<file path="config.mk">
export PLATFORM = sky130hd
export DESIGN_NAME = regfile_wb_arbiter
export DESIGN_NICKNAME = d
export VERILOG_FILES = /design/src/rtl/regfile_pkg.sv /design/src/rtl/rr_arbiter.sv /design/src/rtl/regfile_wb_arbiter.sv
export SDC_FILE = /design/constraint.sdc
export NUM_CORES = 1
export LEC_CHECK = 0
export CORE_ASPECT_RATIO = 0.7
export CORE_MARGIN = 1.5
export CORE_UTILIZATION = 30
export DETAILED_ROUTE_END_ITERATION = 10
export GPL_TIMING_DRIVEN = 1
export PLACE_DENSITY = 0.65
export REMOVE_ABC_BUFFERS = 1
export SLEW_MARGIN = 0
export SYNTH_ARGS = -nofsm -noshare
export SYNTH_HDL_FRONTEND = slang
export SYNTH_SLANG_ARGS = --single-unit
</file>
<file path="constraint.sdc">
create_clock -name clk -period 3 [get_ports clk]
set_input_delay 0.3 -clock clk [delete_from_list [all_inputs] [get_ports clk]]
set_output_delay 0.3 -clock clk [all_outputs]
set_load 0.01 [all_outputs]
</file>
<file path="src/rtl/regfile_pkg.sv">
// Shared widths and constants for the register-file writeback arbiter.
package regfile_pkg;

  localparam int NUM_REQ_DEF = 3;
  localparam int REG_ADDR_W  = 5;
  localparam int REG_DATA_W  = 32;

  localparam logic [REG_ADDR_W-1:0] REG_ZERO = 5'd0;

endpackage

</file>
<file path="src/rtl/rr_arbiter.sv">
// Round-robin arbiter: grants the first requester at or after the pointer and
// moves the pointer just past the winner whenever the grant is acknowledged.
module rr_arbiter #(
  parameter int N = 3,
  localparam int PW = (N > 1) ? $clog2(N) : 1
) (
  input  logic          clk,
  input  logic          rst_n,
  input  logic [N-1:0]  req_i,
  input  logic          en_i,
  input  logic          ack_i,
  output logic [N-1:0]  grant_o,
  output logic [PW-1:0] grant_idx_o
);

  logic [PW-1:0] ptr_q, ptr_d;
  logic          found;
  int            scan;

  always_comb begin
    grant_o     = '0;
    grant_idx_o = '0;
    found       = 1'b0;
    scan        = 0;
    for (int k = 0; k < N; k++) begin
      scan = (int'(ptr_q) + k) % N;
      if (en_i && !found && req_i[scan]) begin
        grant_o[scan] = 1'b1;
        grant_idx_o   = PW'(scan);
        found         = 1'b1;
      end
    end
  end

  always_comb begin
    ptr_d = ptr_q;
    if (ack_i) begin
      ptr_d = (grant_idx_o == PW'(N - 1)) ? '0 : grant_idx_o + 1'b1;
    end
  end

  always_ff @(posedge clk or negedge rst_n) begin
    if (!rst_n) begin
      ptr_q <= '0;
    end else begin
      ptr_q <= ptr_d;
    end
  end

endmodule

</file>
<file path="src/rtl/regfile_wb_arbiter.sv">
// Shares the register file's single write port among NUM_REQ writeback sources
// with round-robin arbitration and a one-cycle registered write stage.
module regfile_wb_arbiter #(
  parameter int NUM_REQ = regfile_pkg::NUM_REQ_DEF,
  parameter int ADDR_W  = regfile_pkg::REG_ADDR_W,
  parameter int DATA_W  = regfile_pkg::REG_DATA_W
) (
  input  logic                  clk,
  input  logic                  rst_n,
  input  logic                  stall,
  input  logic [NUM_REQ-1:0]    req_valid,
  input  logic [NUM_REQ*ADDR_W-1:0] req_addr,
  input  logic [NUM_REQ*DATA_W-1:0] req_data,
  output logic [NUM_REQ-1:0]    req_ready,
  output logic                  RegWrite,
  output logic [ADDR_W-1:0]     WriteAddr,
  output logic [DATA_W-1:0]     WriteData
);
  import regfile_pkg::*;

  localparam int PW = (NUM_REQ > 1) ? $clog2(NUM_REQ) : 1;

  // Handshake: write i is consumed at a posedge where req_valid[i] & req_ready[i];
  // ready is a pure function of valid, stall, reset and the pointer, never of past offers.
  logic              grant_en;
  logic              hs;
  logic [PW-1:0]     win;
  logic [ADDR_W-1:0] sel_addr;
  logic [DATA_W-1:0] sel_data;
  logic              we_d, we_q;
  logic [ADDR_W-1:0] addr_d, addr_q;
  logic [DATA_W-1:0] data_d, data_q;

  assign grant_en = ~stall & rst_n;

  rr_arbiter #(.N(NUM_REQ)) u_arb (
    .clk         (clk),
    .rst_n       (rst_n),
    .req_i       (req_valid),
    .en_i        (grant_en),
    .ack_i       (hs),
    .grant_o     (req_ready),
    .grant_idx_o (win)
  );

  assign hs       = |req_ready;
  assign sel_addr = req_addr[win*ADDR_W +: ADDR_W];
  assign sel_data = req_data[win*DATA_W +: DATA_W];

  // r0 writes are consumed but never reach the port; addr/data keep the last real write.
  always_comb begin
    we_d   = hs && (sel_addr != ADDR_W'(REG_ZERO));
    addr_d = addr_q;
    data_d = data_q;
    if (we_d) begin
      addr_d = sel_addr;
      data_d = sel_data;
    end
  end

  always_ff @(posedge clk or negedge rst_n) begin
    if (!rst_n) begin
      we_q   <= 1'b0;
      addr_q <= '0;
      data_q <= '0;
    end else begin
      we_q   <= we_d;
      addr_q <= addr_d;
      data_q <= data_d;
    end
  end

  assign RegWrite  = we_q;
  assign WriteAddr = addr_q;
  assign WriteData = data_q;

endmodule

</file>
Word-level counts from Yosys, hierarchy flattened
Cells that the tools add are included.
- register bits after elaboration: 40
- input bits: 117
- word-level logic and storage cells: 61
- multiplexer cells: 24
- bitwise gates (word level): 4
- shifts and indexed selects: 2
- multiply operators: 1
- reductions and logical operators: 13
- $add $sub $neg: 3
- eq/ne operators: 1
- order comparisons: 6
- divide/modulo/power cells: 3
- operators with widths (cell ; number):
    greater-or-equal comparator 32 x 1 -> 1 bit, second input constant ; 3
    < comparator 32 x 4 -> 1 bit, second input constant ; 3
    variable part select 96 x 8 -> 32 bit ; 1
    modulo 32 x 3 -> 32 bit, second input constant ; 2
    modulo 3 x 3 -> 32 bit, second input constant ; 1
    variable part select 15 x 6 -> 5 bit ; 1
    two-way mux 1 bit ; 11
    logical AND 1 bit ; 9
    two-way mux 3 bit ; 3
    two-way mux 2 bit ; 4
    binary-select mux 1 bit (select 2 bit) ; 3
    demux 1 bit (select 2 bit) ; 3
    bitwise OR 3 bit ; 2
    multiplier 2 x 3 -> 5 bit, second input constant ; 1
    nonzero test 5 bit ; 1
    adder 2 x 1 -> 3 bit, second input constant ; 1
    adder 2 x 2 -> 3 bit, second input constant ; 1
    OR reduction 3 bit ; 1
    adder 2 x 1 -> 2 bit, second input constant ; 1
    == test 2 bit, second input constant ; 1
    logical NOT 1 bit ; 2
    AND 1 bit ; 1
    inverter 1 bit ; 1

Depth between registers and ports, before layout
- depth in word-level cells: 18
- mapped depth: 11
- depth with buffers taken out: 8

Modules after synthesis
Synthesis repeated with hierarchy kept, for this count alone.
- cell total of the unflattened synthesis: 271
- area, all modules: 2793.9 µm²
- by module, submodules not included (module ; area each (µm²) ; cells an instance ; sequential area each (µm²) ; times used):
    regfile_wb_arbiter ; 2359.8 ; 215 ; 950.9 ; 1
    rr_arbiter ; 434.2 ; 56 ; 50.0 ; 1

Worst setup path before layout
Ideal clock, no wire load.
- path type: reg2reg
- start: register u_arb.ptr_q[1]
- end: register data_q[12], in the netlist WriteData[12]
- buffers on the path: 2
- library setup time: 0.125 ns
- arrival time: 2.617 ns
- setup slack: 0.259 ns
- stages on the path, launching flop included: 11
- path through: dfrtp_1 > inv_1 > ha_1 > buf_6 > mux2_4 > a221o_1 > a21o_1 > a32o_2 > o22ai_4 > buf_6 > mux2_2
- word-level cells in the longest chain between the ends: 18
- RTL lines (element ; RTL line ; text):
    from (decl) ; rr_arbiter.sv:16 ; logic [PW-1:0] ptr_q, ptr_d;
    from (signal assigned) ; rr_arbiter.sv:46 ; ptr_q <= ptr_d;
    branches (longest 18 deep; another with modulo 32 x 3 -> 32 bit) ; n/a ;
    to (signal assigned) ; regfile_wb_arbiter.sv:69 ; data_q <= data_d;
    to (decl) ; regfile_wb_arbiter.sv:32 ; logic [DATA_W-1:0] data_d, data_q;
Parallel ways; which one is timed is not known. The select of a mux whose other input is x is not followed.
A chain may end at the register's enable or synchronous reset.

Worst setup path after layout
- start: register u_arb.ptr_q[1]
- end: register data_q[18], in the netlist WriteData[18]
The elaborated chain is that of the path after synthesis.

==> summary.txt <==
Floorplanning
  – I/O pin count: 158
  – Rows: 29
  – Core area: 0.00911 mm²
  – Die height: 84.2 µm
  – Die Width: 119 µm
  – Initial core utilization: 0.310
  – Die area: 0.0100 mm²

STA
  – Final Max Tran Viols: 0
  – RSZ-0062 raised after global routing: no
  – Ratio of final minimum period to clock period: 0.960
  – Fin worst setup slack: 0.121 ns
  – Fmax: 347 MHz
  – Final setup violation count: 0
  – Slew @ Worst Pin: 0.527 ns
  – Clock Skews: 0.00332 ns
  – Fin crit period: 2.88 ns
  – Normalized max-slew margin: 0.649
  – Final hold viol count: 0

Yosys
  – Synth cell types: 47
  – Post-synth ARST share: 1.00
  – Post-synthesis sequential area ratio: 0.354
  – Cells after Synth: 293
  – Most common cell in the synthesized netlist: o21ai_0
  – Post-synth top area cell: dfrtp_1
  – #FFs+latches synth: 40
  – Syn Std Cell Area: 0.00283 mm²
  – Primary FF master, synth: dfrtp_1
  – Post-synth EDFFs: 0
  – Largest cells by area after synthesis: dfrtp_1 (35%), mux2i_1 (13%), mux2_2 (11%)
  – Post-synthesis average cell area: 9.64 µm²
  – Synth top cells by count: o21ai_0 (44), dfrtp_1 (40), mux2i_1 (38), nand2_1 (38), mux2_2 (27)
  – Yosys warnings: 0
  – Post-synth top area share: 0.354

Drt
  – Vias per Instance: 4.90
  – WL final: 9.04 mm
  – Post-route antenna net violation count: 0
  – Vias: 2,871
  – Initial DRC Count: 152
  – Drt drc: 0
  – Detailed-router iteration count before antenna repair: 4
  – Routed WL per cell: 15.4 µm

Pwr
  – P per Cell Area: 839 mW/mm²
  – Clk network pwr share: 0.121
  – Sw power: 1460 µW
  – Int Pwr: 2640 µW
  – Peak VDD IR: 0.294 mV
  – Net Sw Frac: 0.356
  – Leakage power: 0.00188 µW
  – Combinational share of power: 0.641
  – Sequential Power Share: 0.238

Finish
  – Nets: 583
  – Filler cell count: 832
  – Layout area overhead: 72.9%
  – Register Area: 0.00100 mm²
  – Design area: 0.00489 mm²
  – # diodes: 0
  – Area taken by multi-input logic gates: 0.00173 mm²
  – Layout cell share with drive strength beyond 1: 0.154
  – Core Util, Final: 0.536

Clock network
  – H-tree depth: 2
  – Clock Latency Late Sink: 0.27 ns
  – Bufs on Longest Clock Path: 2
  – Root Buffer: clkbuf_16
  – Total CTS buffers: 5
  – TritonCTS clock tree: yes
  – Hold-fix buffer count after cts: 0
  – Sink Count: 40
  – Clock transition at the registers of the reported paths: 0.06 ns

Placed design
  – Buffers on Ports: 157
  – Final HPWL DP: 6.89 mm
  – Worst slack, placed: 0.0644 ns
  – RD Place Congestion: 0.874
  – Dpl cell area: 0.00461 mm²

Min path
  – Worst Hold Class: in2async

Worst setup path
  – Critical Setup Path Class: reg2reg
  – Worst path required time: 3.16 ns
  – Setup crit start kind: flop
  – R2R Path End: WriteData[18]
  – Reg2Reg Depth: 14
  – Critical R2R Launch: u_arb.ptr_q[1]
  – Max FO, Critical Path: 9
  – Data arrival, critical path: 3.04 ns
  – R2R Setup Slk: 0.12 ns
  – Crit path capture type: flop

GRT
  – All-layer global routing usage: 0.171
  – Vias in the first global route: 2,727
  – Congestion Overflow GR: 0
  – First-pass GRT wire length: 13.8 mm
  – Largest net degree at the start of global routing: 77
  – Initial antenna violation count: 0

Status
  – Status: finished clean

Job
  – Number of max-cap violations: 0
==> cell type report <==
cell class,instances,area share
multi-input cells,229,0.354
repair buffers,180,0.378
well taps,124,0.0318
flip-flops and latches,40,0.205
inverters,6,0.00461
clock inverters,1,0.00102
clock buffers,6,0.0264
==> power by group through the flow <==
stage               clock, µW  sequential, µW  combinational [µW]
floorplan                   0            1090                1110
global placement            0             985                2380
detailed placement          0             987                2430
CTS                       521             981                2470
global route              545            1010                2820
finish                    496             977                2630
==> metal layers <==
| metal | up-vias | global-route usage | wire, µm |
|---|---|---|---|
| li1 | 1416 | - | - |
| met1 | 1310 | 0.234 | 4160 |
| met2 | 143 | 0.271 | 3960 |
| met3 | 2 | 0.0550 | 905 |
| met4 | 0 | 0.0285 | 21 |
| met5 | - | 0 | 0 |
==> worst max-delay path by stage <==
stage                    from       endpoint  cells past startpoint
2_1_floorplan  u_arb.ptr_q[1]  WriteData[10]                      8
3_3_place_gp     req_valid[1]  WriteData[10]                      8
3_5_place_dp     req_valid[1]   WriteData[8]                      8
4_1_cts        u_arb.ptr_q[1]   req_ready[1]                     10
5_1_grt        u_arb.ptr_q[1]  WriteData[18]                     14
6_report       u_arb.ptr_q[1]  WriteData[18]                     14
==> worst max-delay path, cell delays in order (launching register included) <==
cell	delay (ns)
dfrtp_1	0.34
inv_1	0.08
ha_2	0.21
buf_4	0.16
mux2i_2	0.16
buf_4	0.16
a31oi_2	0.16
mux2i_1	0.11
buf_4	0.15
buf_4	0.13
a32o_2	0.25
o22ai_4	0.19
buf_12	0.16
clkbuf_16	0.16
mux2_2	0.33
==> flip-flops by register name (all words and copies together) (netlist names) <==
name,count
RegWrite,1
WriteAddr,5
WriteData,32
u_arb.ptr_q,2
==> cells in the final DEF (no fill, tap or decap), drive strengths merged, types with 7 or more instances in the layout <==
cell type,Yosys,routed
buf,11,22
clkbuf,7,8
o21ai,44,44
clkdlybuf4s50,0,154
dfrtp,40,40
mux2i,38,38
nand2,38,38
mux2,34,34
a21oi,7,7
==> per-stage QoR <==
stage	instances	hold slack [ns]	power, µW	TNS, ns
3_3_place_gp	572	0.473	3370	0
6_report	586	0.153	4100	0
4_1_cts	581	0.174	3970	0
5_1_grt	586	0.204	4380	0
2_1_floorplan	275	0.00441	2200	-62.21
3_5_place_dp	572	0.471	3410	0
==> logic make-up (layout without fill, tap and decap cells) <==
logic type	Yosys count	after routing	share of synthesized area
muxes	72	72	0.271
buffers and inverters	24	193	0.0452
AOI/OAI and AO/OA	80	80	0.185
DFF	40	40	0.354
adders and majority gates	4	4	0.0177
and+or+nand+nor	73	73	0.127
==> repair_timing <==
action,CTS,global route
pin swaps,0,3
gates cloned,0,2
gates resized for setup,3,8
setup endpoints to repair,3,35
setup buffers,2,3
(Power assumes the default switching activity.)
